`src/rtl/matmul_apb_slave.sv`:
```
// APB register slave for a matrix-multiply engine: CTRL/START, sticky DONE status and DATA registers.
// Optional macro MATMUL_APB_SLVERR_EN enables pslverr_o reporting; without it pslverr_o is tied low.
module matmul_apb_slave #(
    parameter int BUS_WIDTH   = 32,
    parameter int ADDR_WIDTH  = 16,
    parameter int DATA_WIDTH  = 8,
    parameter int NUM_REGS    = 8,
    parameter int WAIT_STATES = 0
) (
    input  logic                              clk_i,
    input  logic                              rst_ni,
    input  logic                              psel_i,
    input  logic                              penable_i,
    input  logic                              pwrite_i,
    input  logic [BUS_WIDTH/DATA_WIDTH-1:0]   pstrb_i,
    input  logic [BUS_WIDTH-1:0]              pwdata_i,
    input  logic [ADDR_WIDTH-1:0]             paddr_i,
    output logic                              pready_o,
    output logic                              pslverr_o,
    output logic [BUS_WIDTH-1:0]              prdata_o,
    input  logic                              busy_i,
    input  logic                              done_i,
    output logic                              busy_o,
    output logic                              start_o,
    output logic [NUM_REGS*BUS_WIDTH-1:0]     regs_o
);
    localparam int STRB_WIDTH = BUS_WIDTH / DATA_WIDTH;
    localparam int OFFS_W     = $clog2(BUS_WIDTH / 8);
    localparam int IDX_W      = $clog2(NUM_REGS);

    typedef enum logic {IDLE, ACCESS} state_t;

    state_t                  state_q;
    logic [2:0]              cnt_q;
    logic [ADDR_WIDTH-1:0]   addr_q;
    logic                    write_q;
    logic [BUS_WIDTH-1:0]    wdata_q;
    logic [STRB_WIDTH-1:0]   strb_q;
    logic                    err_q;

    logic [BUS_WIDTH-1:0]    data_q [NUM_REGS];
    logic [2:0]              mode_q;
    logic                    done_q;

    logic [ADDR_WIDTH-1:0]   cur_addr;
    logic [ADDR_WIDTH-1:0]   cur_idx_full;
    logic [IDX_W-1:0]        cur_idx;
    logic                    cur_write;
    logic [BUS_WIDTH-1:0]    cur_wdata;
    logic                    in_range;
    logic [BUS_WIDTH-1:0]    rd_val;
    logic                    req_err;
    logic                    commit;

    // Decode from the live bus during setup so a zero-wait access can answer on the first access cycle.
    // NOTE: every variable gets a default at the top of always_comb so no path leaves it unassigned (no latch).
    always_comb begin
        cur_addr     = (state_q == IDLE) ? paddr_i  : addr_q;
        cur_write    = (state_q == IDLE) ? pwrite_i : write_q;
        cur_wdata    = (state_q == IDLE) ? pwdata_i : wdata_q;
        cur_idx_full = cur_addr >> OFFS_W;
        cur_idx      = cur_idx_full[IDX_W-1:0];
        in_range     = cur_idx_full < ADDR_WIDTH'(NUM_REGS);
        rd_val       = '0;
        req_err      = !in_range;
        if (in_range) begin
            if (cur_write) begin
                // STATUS is exempt from the busy lock so DONE can always be acknowledged.
                if (cur_idx == IDX_W'(1)) req_err = !cur_wdata[1];
                else                      req_err = busy_i;
            end else begin
                case (cur_idx)
                    IDX_W'(0): rd_val[3:1] = mode_q;
                    IDX_W'(1): rd_val[1:0] = {done_q, busy_i};
                    default:   rd_val      = data_q[cur_idx];
                endcase
            end
        end
    end

    // The error decision is frozen when pready rises; the commit honours that same decision.
    assign commit = (state_q == ACCESS) && psel_i && penable_i && pready_o && write_q && !err_q;

    always_ff @(posedge clk_i or negedge rst_ni) begin
        if (!rst_ni) begin
            state_q  <= IDLE;
            cnt_q    <= '0;
            addr_q   <= '0;
            write_q  <= 1'b0;
            wdata_q  <= '0;
            strb_q   <= '0;
            err_q    <= 1'b0;
            pready_o <= 1'b0;
            prdata_o <= '0;
        end else begin
            case (state_q)
                IDLE: begin
                    if (psel_i && !penable_i) begin
                        state_q <= ACCESS;
                        cnt_q   <= 3'(WAIT_STATES);
                        addr_q  <= paddr_i;
                        write_q <= pwrite_i;
                        wdata_q <= pwdata_i;
                        strb_q  <= pstrb_i;
                        if (WAIT_STATES == 0) begin
                            pready_o <= 1'b1;
                            err_q    <= req_err;
                            prdata_o <= rd_val;
                        end
                    end
                end
                ACCESS: begin
                    if (!psel_i || (penable_i && pready_o)) begin
                        state_q  <= IDLE;
                        cnt_q    <= '0;
                        pready_o <= 1'b0;
                        err_q    <= 1'b0;
                        prdata_o <= '0;
                    end else if (cnt_q != 3'd0) begin
                        cnt_q <= cnt_q - 3'd1;
                        if (cnt_q == 3'd1) begin
                            pready_o <= 1'b1;
                            err_q    <= req_err;
                            prdata_o <= rd_val;
                        end
                    end
                end
                default: state_q <= IDLE;
            endcase
        end
    end

    // NOTE: the register file is reset explicitly because software expects all-zero contents after reset.
    always_ff @(posedge clk_i or negedge rst_ni) begin
        if (!rst_ni) begin
            for (int r = 0; r < NUM_REGS; r++) data_q[r] <= '0;
            mode_q  <= '0;
            done_q  <= 1'b0;
            start_o <= 1'b0;
        end else begin
            start_o <= 1'b0;
            if (commit) begin
                if (cur_idx == IDX_W'(0)) begin
                    for (int j = 1; j <= 3; j++)
                        if (strb_q[j / DATA_WIDTH]) mode_q[j-1] <= wdata_q[j];
                    start_o <= strb_q[0] && wdata_q[0];
                end else if (cur_idx != IDX_W'(1)) begin
                    for (int k = 0; k < STRB_WIDTH; k++)
                        if (strb_q[k])
                            data_q[cur_idx][k*DATA_WIDTH +: DATA_WIDTH] <= wdata_q[k*DATA_WIDTH +: DATA_WIDTH];
                end
            end
            // A new done event wins over a coincident acknowledge.
            if (done_i)
                done_q <= 1'b1;
            else if (commit && cur_idx == IDX_W'(1) && wdata_q[1])
                done_q <= 1'b0;
        end
    end

    always_comb begin
        regs_o = '0;
        regs_o[3:1] = mode_q;
        regs_o[BUS_WIDTH +: 2] = {done_q, busy_i};
        for (int k = 2; k < NUM_REGS; k++) regs_o[k*BUS_WIDTH +: BUS_WIDTH] = data_q[k];
    end

    assign busy_o = busy_i;

`ifdef MATMUL_APB_SLVERR_EN
    assign pslverr_o = err_q;
`else
    assign pslverr_o = 1'b0;
`endif

endmodule

```
`config.mk`:
```
export PLATFORM = sky130hd
export DESIGN_NAME = matmul_apb_slave
export DESIGN_NICKNAME = d
export VERILOG_FILES = /design/src/rtl/matmul_apb_slave.sv
export SDC_FILE = /design/constraint.sdc
export NUM_CORES = 1
export LEC_CHECK = 0
export ABC_AREA = 1
export CORE_MARGIN = 2
export CORE_UTILIZATION = 48
export DETAILED_ROUTE_END_ITERATION = 10
export PLACE_DENSITY = 0.74
export SYNTH_ARGS = -nofsm -noshare
export SYNTH_HDL_FRONTEND = slang
export SYNTH_SLANG_ARGS = --single-unit
```
`constraint.sdc`:
```
create_clock -name clk_i -period 3.6 [get_ports clk_i]
set_input_delay 0.72 -clock clk_i [delete_from_list [all_inputs] [get_ports clk_i]]
set_output_delay 0.72 -clock clk_i [all_outputs]
set_load 0.005 [all_outputs]
```
After elaboration in Yosys (flattened, before gate mapping) --
Index checks and enable logic that the tools add are counted.
Cells by class: $add $sub $neg 1, order comparisons 3, equal/unequal tests 6, multiplexer cells 66, bitwise logic cells 3, reductions and logical operators 26
Operators by type and width (number):
- 256-bit two-way mux | 13
- 256-bit bitwise mux | 4
- 32-bit demux with 3-bit select | 4
- 32-bit two-way mux | 9
- 32-bit binary-select mux with 3-bit select | 1
- 32-bit case mux with 2 select lines | 1
- 16-bit two-way mux | 2
- 28-bit two-way mux | 1
- 24-bit two-way mux | 1
- 1-bit two-way mux | 18
- 14-bit by 4-bit < comparator with 1-bit output, second input constant | 1
- 1-bit logical AND | 11
- 1-bit case mux with 2 select lines | 5
- 3-bit two-way mux | 3
- 3-bit by 1-bit != test with 1-bit output, second input constant | 3
- 3-bit AND reduction | 3
- 8-bit two-way mux | 1
- 3-bit by 1-bit equality test with 1-bit output, second input constant | 2
- 3-bit case mux with 2 select lines | 1
- 1-bit zero test | 5
- 4-bit greater-or-equal comparator, second input constant | 1
- 4-bit by 1-bit < comparator with 1-bit output, second input constant | 1
- 3-bit inverter with 4-bit output | 1
- 2-bit case mux with 2 select lines | 1
- other kinds (10) | 12
Word-level totals: register bits 352, input port bits 59, output and inout port bits 292, logic and storage cells 125

Longest topological paths before layout --
Gate-level depths: netlist of the first run.
depth after elaboration 23, depth in mapped cells 12, mapped depth without buffers 11

Least setup slack after synthesis of the first run --
Ideal clock, no wire load.
path type input-to-reg, start in paddr_i[4], end reg data_q, in the netlist regs_o[118], arrival time 1.893 ns, path slack 1.584 ns, stages on the path 11, path buffers 2, cells stage by stage inv_1 -> nand2_1 -> nand2_2 -> nand2_2 -> inv_2 -> nor2_2 -> nand2_1 -> buf_2 -> clkbuf_1 -> o21ai_0 -> nand2_1
Between the ends: cells in the longest elaborated chain, start to end 20, elaborated cells on any way between the ends 31, classes of those cells order compare (2); eq/ne (1); mux (23); bitwise (2); reduce/logical (3)
Ends and longest elaborated chain:
- start, declared | line 17 | input logic [ADDR_WIDTH-1:0] paddr_i,
- 16-bit two-way mux (*) | line 58 | cur_addr = (state_q == IDLE) ? paddr_i : addr_q;
- 3-bit inverter with 4-bit output (implied by the code) | line 150 | data_q[cur_idx][k*DATA_WIDTH +: DATA_WIDTH] <= wdata_q[k*DATA_WIDTH +: DATA_WIDTH];
- 32-bit demux with 3-bit select | line 150
- 256-bit bitwise mux | line 150
- 256-bit two-way mux | line 149 | if (strb_q[k])
- 256-bit two-way mux | line 147 | end else if (cur_idx != IDX_W'(1)) begin
- 256-bit two-way mux | line 143 | if (cur_idx == IDX_W'(0)) begin
- 256-bit two-way mux | line 142 | if (commit) begin
- [... 4 more ...]
- 256-bit two-way mux | line 142
- 256-bit bitwise mux | line 150
- 256-bit two-way mux | line 149
- 256-bit two-way mux | line 147
- 256-bit two-way mux | line 143
- 256-bit two-way mux | line 142
- 256-bit bitwise mux | line 150
- 256-bit two-way mux | line 149
- end signal, assigned by index | line 150
- end, declared | line 41 | logic [BUS_WIDTH-1:0] data_q [NUM_REGS];
Mark *: on every way between the ends. The rest lies on a longest branch, timed or not. The select of a mux whose other input is x is not followed. A chain may end at the register's enable or synchronous reset.

Final worst setup path of the first run --
start reg state_q, end reg data_q, in the netlist regs_o[233]
Between the ends: cells in the longest elaborated chain, start to end 20, elaborated cells on any way between the ends 36, classes of those cells order compare (2); eq/ne (1); mux (23); bitwise (2); reduce/logical (8)
Ends and longest elaborated chain:
- start, declared | line 33 | state_t state_q;
- start signal, assigned | line 86 | state_q <= IDLE;
- start signal, assigned | line 99 | state_q <= ACCESS;
- start signal, assigned | line 114 | state_q <= IDLE;
- 16-bit two-way mux | line 58
- 3-bit inverter with 4-bit output (implied by the code) | line 150
- 32-bit demux with 3-bit select | line 150
- 256-bit bitwise mux | line 150
- 256-bit two-way mux | line 149
- 256-bit two-way mux | line 147
- 256-bit two-way mux | line 143
- 256-bit two-way mux | line 142
- [... 4 more ...]
- 256-bit two-way mux | line 142
- 256-bit bitwise mux | line 150
- 256-bit two-way mux | line 149
- 256-bit two-way mux | line 147
- 256-bit two-way mux | line 143
- 256-bit two-way mux | line 142
- 256-bit bitwise mux | line 150
- 256-bit two-way mux | line 149
Several ways; a longest one is shown, not always the timed one. The select of a mux whose other input is x is not followed.

==> flow_summary.toml, run 1 <==
[outcome]
run_status = "completed"

[clock_network]
clk_transition_reported_paths_ns = 0.06
post_cts_repair_timing_setup_buffer_count = 0
postCtsResizedCells = 0
number_of_buffers_between_clock_root_and_the_deepest_sink = 3
tritoncts_num_sinks = 286
tritoncts = "yes"
h-tree-depth = 1
clk_root_buffer_cell = "clkbuf_16"
numCtsBuffers = 30
clock_latency_reported_for_the_late_side_of_the_worst_skew_pair_ns = 0.55
hold_buffers = 0

[timing]
timing_max_transition_violations_final = 0
final_min_period_over_clock_period_pct = 76.8
tightest_slew_ns = 0.726
clock_skew_ns = 0.0160
setup_total_negative_slack_ns = 0
fmax_mhz = 361
hold_ws_ns = 0.186
finalSetupViolCount = 0
finalHoldViolCount = 0
final_period_minus_worst_setup_slack_ns = 2.77
rsz0062_at_grt = "no"
max-slew-margin-rel_pct = 51.6

[drt]
remaining_drc_errors = 0
via_total_after_detailed_routing = 11700
antenna_left = 0
dr.first_iter.drc_count = 1086
avg_wl_per_cell_um = 17.8
post_drt_via_cell_ratio = 5.13
first_pass_iters = 6
drt_wl_total_um = 40500

[yosys]
cell_types_occupying_the_most_area_after_synthesis = "dfrtp_1 (49%), buf_4 (13%), nand2_1 (12%), o21ai_0 (9.2%), nor2_1 (3.9%)"
synthMostInstantiatedCell = "nand2_1"
synth_top_family_by_area = "simple AND/OR/NAND/NOR gates"
yosys.area.top_type_share_pct = 49.4
ys_seq_area_share_pct = 49.4
post_synth_xor_area_fraction_pct = 0.0604
synth-compound-area-share_pct = 11.0
synth_cell_types = 33
yosys.area_share.simple_pct = 19.2
synth-edff-count = 0
synth_register_bits = 286
yosys-mux-area-fraction_pct = 1.71
asyncSetResetFlopFracSynth_pct = 100
adder_cell_share_of_the_synthesized_area_pct = 0.259
netlist.top_cell.by_area = "dfrtp_1"
yosys_warnings = 0
syn-cell-area_mm2 = 0.0145
postSynthAreaPerCell_um2 = 8.23
ys.flop_type = "dfrtp_1"
synth.top_cells.by_count = "nand2_1 (455), dfrtp_1 (286), o21ai_0 (267)"
post_synth_inst_count = 1762

[grt]
grt_antenna_before_repair = 0
grt_start_max_net_pins = 93
total_gr_overflow = 0
grt_pass1_vias = 11200
grt_first_pass_wirelength_um = 62000
grt_use_total_pct = 25.3

[die]
dieWidth_um = 178
design.die.area_mm2 = 0.0316
total_i_o_pin_count = 351
dieHeight_um = 178
fp-row-count = 63
initial_utilization_pct = 48.8
area_of_the_core_region_mm2 = 0.0297

[setup_path]
critical_path.slowest_cell = "dfrtp_1"
crit_path_max_incr_delay_ns = 0.68
crit_top_cell = "nand2_1"
critical_path.endpoint_type = "register"
worst-setup-path-type = "reg2reg"
worstSetupStartpointType = "register"
crit_fanout = 30
timing.critical_path.arrival_ns = 3.25
critPathRequiredTime_ns = 4.08
crit_family = "simple AND/OR/NAND/NOR gates"
crit_buf_inv = 3
timing.critical_path.cells = "inv_2, nand2_1, nand2_2, nand2_2, inv_2, nor2_2, nand2_1, buf_4, nor2_2, nand2_1, nand2_1"

[power]
clockPowerShare_pct = 37.6
cell_leakage_power_nw = 8.36
netSwitchingPower_w = 0.00225
cell_internal_power_w = 0.00562
power.share.sequential_pct = 46.2
vdd_ir_drop_max_v = 0.000390
combPwrFrac_pct = 16.2
swShare_pct = 28.5
power.density_mw_per_mm2 = 457

[cells_and_area]
num_antenna_cells = 0
finalNetCount = 1925
area_growth_pct = 18.9
drive_above_1_share_pct = 8.13

[flow_run]
max_cap_violations = 0

[worst_hold_path]
hold_path.class = "in2async"

[place]
globalplace.congestion = 0.858
detailedPlacementHpwl_um = 27700
place.port_buffers = 288
==> cells by family (layout without fill, tap and decap cells) <==
group | Yosys count | in the layout
AOI/OAI and AO/OA | 318 | 318
xor gates and xnor gates | 1 | 1
adders and majority gates | 3 | 3
buffers and inverters | 440 | 502
DFF | 286 | 286
muxes | 22 | 22
other | 1 | 60
and+or+nand+nor | 691 | 691
==> layout make-up <==
type,instances,area (um2)
Multi-Input combinational cell,1095,4920
Fill cell,2636,12500
Clock inverter,9,51.3
Sequential cell,286,7160
Inverter,118,443
Timing Repair Buffer,332,3280
Tap cell,390,488
Clock buffer,43,891
==> cell usage in the layout (no fill, tap or decap), types with 3 or more instances in the layout <==
cell	instances
nor2_4	3
nand3_2	3
dfrtp_1	286
nand3_1	39
o21ai_0	267
nor3_1	7
buf_12	5
mux2_2	22
clkinv_2	7
clkbuf_1	5
clkbuf_16	31
clkdlybuf4s50_1	287
ha_1	3
nand2_2	8
a21oi_1	31
nor2_1	149
conb_1	60
nand2_1	454
inv_2	5
buf_4	39
inv_1	112
o21ai_1	16
clkbuf_8	7
nand4_1	8
nor2_2	15
==> per-stage QoR <==
stage / utilization (%) / total power (W) / cell area [um2] / worst slack, ns / cells
floorplan: - / 0.00444 / 14700 / 1.58 / 1821
global placement: 54.8 / 0.00491 / 16300 / 0.467 / 2221
detailed placement: 54.8 / 0.00495 / 16300 / 0.417 / 2221
CTS: 58.0 / 0.00791 / 17200 / 0.792 / 2273
global route: 58.0 / 0.00821 / 17200 / 0.606 / 2273
finish: 58.0 / 0.00787 / 17200 / 0.834 / 2273
==> worst paths after layout <==
| path | start | endpoint | slack [ns] | depth (start not counted) |
|---|---|---|---|---|
| min | rst_ni | prdata_o[18]$_DFFE_PN0P_ | 0.19 | 1 |
| max reg2reg | state_q$_DFF_PN0_ | regs_o[233]$_DFFE_PN0P_ | 0.83 | 11 |
| min reg2reg | addr_q[9]$_DFFE_PN0P_ | addr_q[9]$_DFFE_PN0P_ | 0.48 | 2 |
| max in group asynchronous | rst_ni | regs_o[228]$_DFFE_PN0P_ | 2.49 | 2 |
| max | state_q$_DFF_PN0_ | regs_o[233]$_DFFE_PN0P_ | 0.83 | 11 |
| min in group clk_i | addr_q[9]$_DFFE_PN0P_ | addr_q[9]$_DFFE_PN0P_ | 0.48 | 2 |
==> power groups by stage <==
| stage | registers (W) | logic, W | clock network [W] |
|---|---|---|---|
| floorplan | 0.00362 | 0.000825 | 0 |
| global placement | 0.00368 | 0.00123 | 0 |
| detailed placement | 0.00369 | 0.00126 | 0 |
| CTS | 0.00363 | 0.00127 | 0.00301 |
| global route | 0.00366 | 0.00141 | 0.00314 |
| finish | 0.00364 | 0.00128 | 0.00296 |
==> worst register-to-register path: stages, from the launching register on <==
cell and delay [ns]:
dfrtp_1 0.68, inv_2 0.18, nand2_1 0.12, nand2_2 0.14, nand2_2 0.15, inv_2 0.09
nor2_2 0.18, nand2_1 0.26, buf_4 0.33, nor2_2 0.39, nand2_1 0.11, nand2_1 0.10
==> state kept, by name, summed over array words and instances (netlist names) <==
name / count
prdata_o: 32
regs_o: 192
wdata_q: 32
state_q: 1
addr_q: 14
mode_q: 3
write_q: 1
strb_q: 4
err_q: 1
pready_o: 1
start_o: 1
cnt_q: 3
done_q: 1
==> routing by layer <==
metal	vias up	GRT usage, %	routed length, um
met5	-	0	0
met1	5576	35.4	17500
li1	5468	-	-
met4	0	7.65	1120
met3	82	3.96	3100
met2	527	40.8	18800
Note: power is estimated with default switching activity, not from simulation.
==> inputs of run 2 (changes only) <==
==> constraint.sdc (replaced) <==
create_clock -name clk_i -period 2.7 [get_ports clk_i]
set_input_delay 0.54 -clock clk_i [delete_from_list [all_inputs] [get_ports clk_i]]
set_output_delay 0.54 -clock clk_i [all_outputs]
set_load 0.005 [all_outputs]
==> flow_summary.toml, run 2 (synthesis results as in run 1) <==
[outcome]
run_status = "completed"

[cells_and_area]
area_growth_pct = 22.2
layout_commonest_cell = "nand2_1"
layout_common_cells = "nand2_1 (454), clkdlybuf4s50_1 (287), dfrtp_1 (286)"
largest_reg_flops = 192
num_antenna_cells = 0
fin_area_mm2 = 0.0177
finalNetCount = 1948
finish.cell_count_without_fillers = 2301
drive_above_1_share_pct = 9.58

[grt]
grt_first_pass_wirelength_um = 61700
grt_pass1_vias = 11300
total_gr_overflow = 0
grt_use_total_pct = 25.2
grt_start_max_net_pins = 97
grt_antenna_before_repair = 0

[clock_network]
clock_latency_reported_for_the_late_side_of_the_worst_skew_pair_ns = 0.55
h-tree-depth = 1
clk_transition_reported_paths_ns = 0.06
clk_root_buffer_cell = "clkbuf_16"
tritoncts = "yes"
numCtsBuffers = 31
tritoncts_num_sinks = 286
number_of_buffers_between_clock_root_and_the_deepest_sink = 3
postCtsResizedCells = 0

[place]
place.port_buffers = 288
globalplace.congestion = 0.871
place.detailed.instances = 2242
detailedPlacementHpwl_um = 27400
post_dp_cell_area_mm2 = 0.0166

[die]
dieHeight_um = 178
initial_utilization_pct = 48.8
area_of_the_core_region_mm2 = 0.0297
dieWidth_um = 178
fp-row-count = 63
design.die.area_mm2 = 0.0316
total_i_o_pin_count = 351

[timing]
tightest_slew_ns = 0.630
finalSetupViolCount = 0
final_min_period_over_clock_period_pct = 85.4
clock_skew_ns = 0.00887
max-slew-margin-rel_pct = 58.0
timing_max_transition_violations_final = 0
fmax_mhz = 434
hold_ws_ns = 0.483
finalHoldViolCount = 0
rsz0062_at_grt = "no"
final_period_minus_worst_setup_slack_ns = 2.31
setup_total_negative_slack_ns = 0

[setup_path]
timing.critical_path.cells = "buf_4, nand2_1, inv_1, nor2_1, buf_4, nand2_2, buf_4, o21ai_0, nor2_1, nand3_1, nand2_1"
crit_buf_inv = 4
crit_path_max_incr_delay_ns = 0.47
worstSetupStartpointType = "register"
timing.critical_path.arrival_ns = 2.75
critical_path.endpoint_type = "register"
critical_path.slowest_cell = "dfrtp_1"
crit_top_cell = "buf_4"
crit_fanout = 17
worst-setup-path-type = "reg2reg"
critPathRequiredTime_ns = 3.14
crit_family = "buffers and inverters"

[drt]
wl_met1_um = 16500
antenna_left = 0
post_drt_via_cell_ratio = 5.14
drt_wl_total_um = 40300
wl_met3_um = 3280
first_pass_iters = 5
route.top_layer_used = "met4"
avg_wl_per_cell_um = 17.5
remaining_drc_errors = 0
via_total_after_detailed_routing = 11800
dr.first_iter.drc_count = 1012
detailroute.wirelength.met2_um = 19300

[worst_hold_path]
hold_path.class = "reg2reg"

[power]
vdd_ir_drop_max_v = 0.000448
power.density_mw_per_mm2 = 627
cell_leakage_power_nw = 8.60

[flow_run]
max_cap_violations = 0
run 2: cell types whose count changed in the layout (fill, tap and decap cells not counted), sizes merged:
cell         change
buf             +21
bufinv           +5
clkinv           +4
clkbuf           -3
clkinvlp         -1
dlygate4sd3      +1
inv              +1
run 2: layout make-up:
| cell class | count | area (um2) |
|---|---|---|
| fillers | 2506 | 12000 |
| repair buffers | 354 | 3600 |
| clock inverters | 18 | 226 |
| well taps | 390 | 488 |
| inverters | 118 | 443 |
| multi-input cells | 1095 | 4920 |
| flip-flops and latches | 286 | 7160 |
| clock buffers | 40 | 880 |
run 2: where the power goes:
part / internal [W] / switching [W] / leakage [nW] / total (W)
clock network: 0.00277 / 0.00174 / 0.557 / 0.00450
registers: 0.00457 / 0.000272 / 3.67 / 0.00484
logic: 0.000712 / 0.00106 / 4.38 / 0.00177
run 2: worst reg2reg max path, delay by kind of cell, from the launching register on:
kind	cells	cell delay, ns
and+or+nand+nor	6	0.76
buffers and inverters	4	0.78
DFF	1	0.47
AOI/OAI and AO/OA	1	0.19
run 2: path summary, 6_finish.rpt:
kind                                     startpoint                        to  slack, ns  cells after the start
min reg2reg                prdata_o[13]$_DFFE_PN0P_  prdata_o[13]$_DFFE_PN0P_       0.48                      2
min                        prdata_o[13]$_DFFE_PN0P_  prdata_o[13]$_DFFE_PN0P_       0.48                      2
min in group asynchronous                    rst_ni    regs_o[86]$_DFFE_PN0P_       0.51                      2
max                               state_q$_DFF_PN0_  prdata_o[17]$_DFFE_PN0P_       0.39                     11
max in group asynchronous                    rst_ni   regs_o[197]$_DFFE_PN0P_       1.28                      3
max reg2reg                       state_q$_DFF_PN0_  prdata_o[17]$_DFFE_PN0P_       0.39                     11
run 2: timing repair:
item | in CTS | in global routing
hold buffers | 1 | 0
endpoints found under the hold margin | 49 | 0
buffers inserted | 0 | 0
endpoints found under the setup margin | 0 | 0
run 2: per-stage QoR:
stage          utilization [%]  worst slack, ns  power [W]
2_1_floorplan                -            0.864    0.00592
3_3_place_gp              55.9         -0.00627    0.00661
3_5_place_dp              55.9          -0.0430    0.00666
4_1_cts                   59.6            0.363     0.0112
5_1_grt                   59.6           0.0999     0.0116
6_report                  59.6            0.393     0.0111
run 2: routing by layer:
layer  global-route usage [%]  vias up
met5                        0        -
met3                     4.54       89
met1                     33.2     5609
met2                     42.3      600
met4                     7.55        0
li1                         -     5528
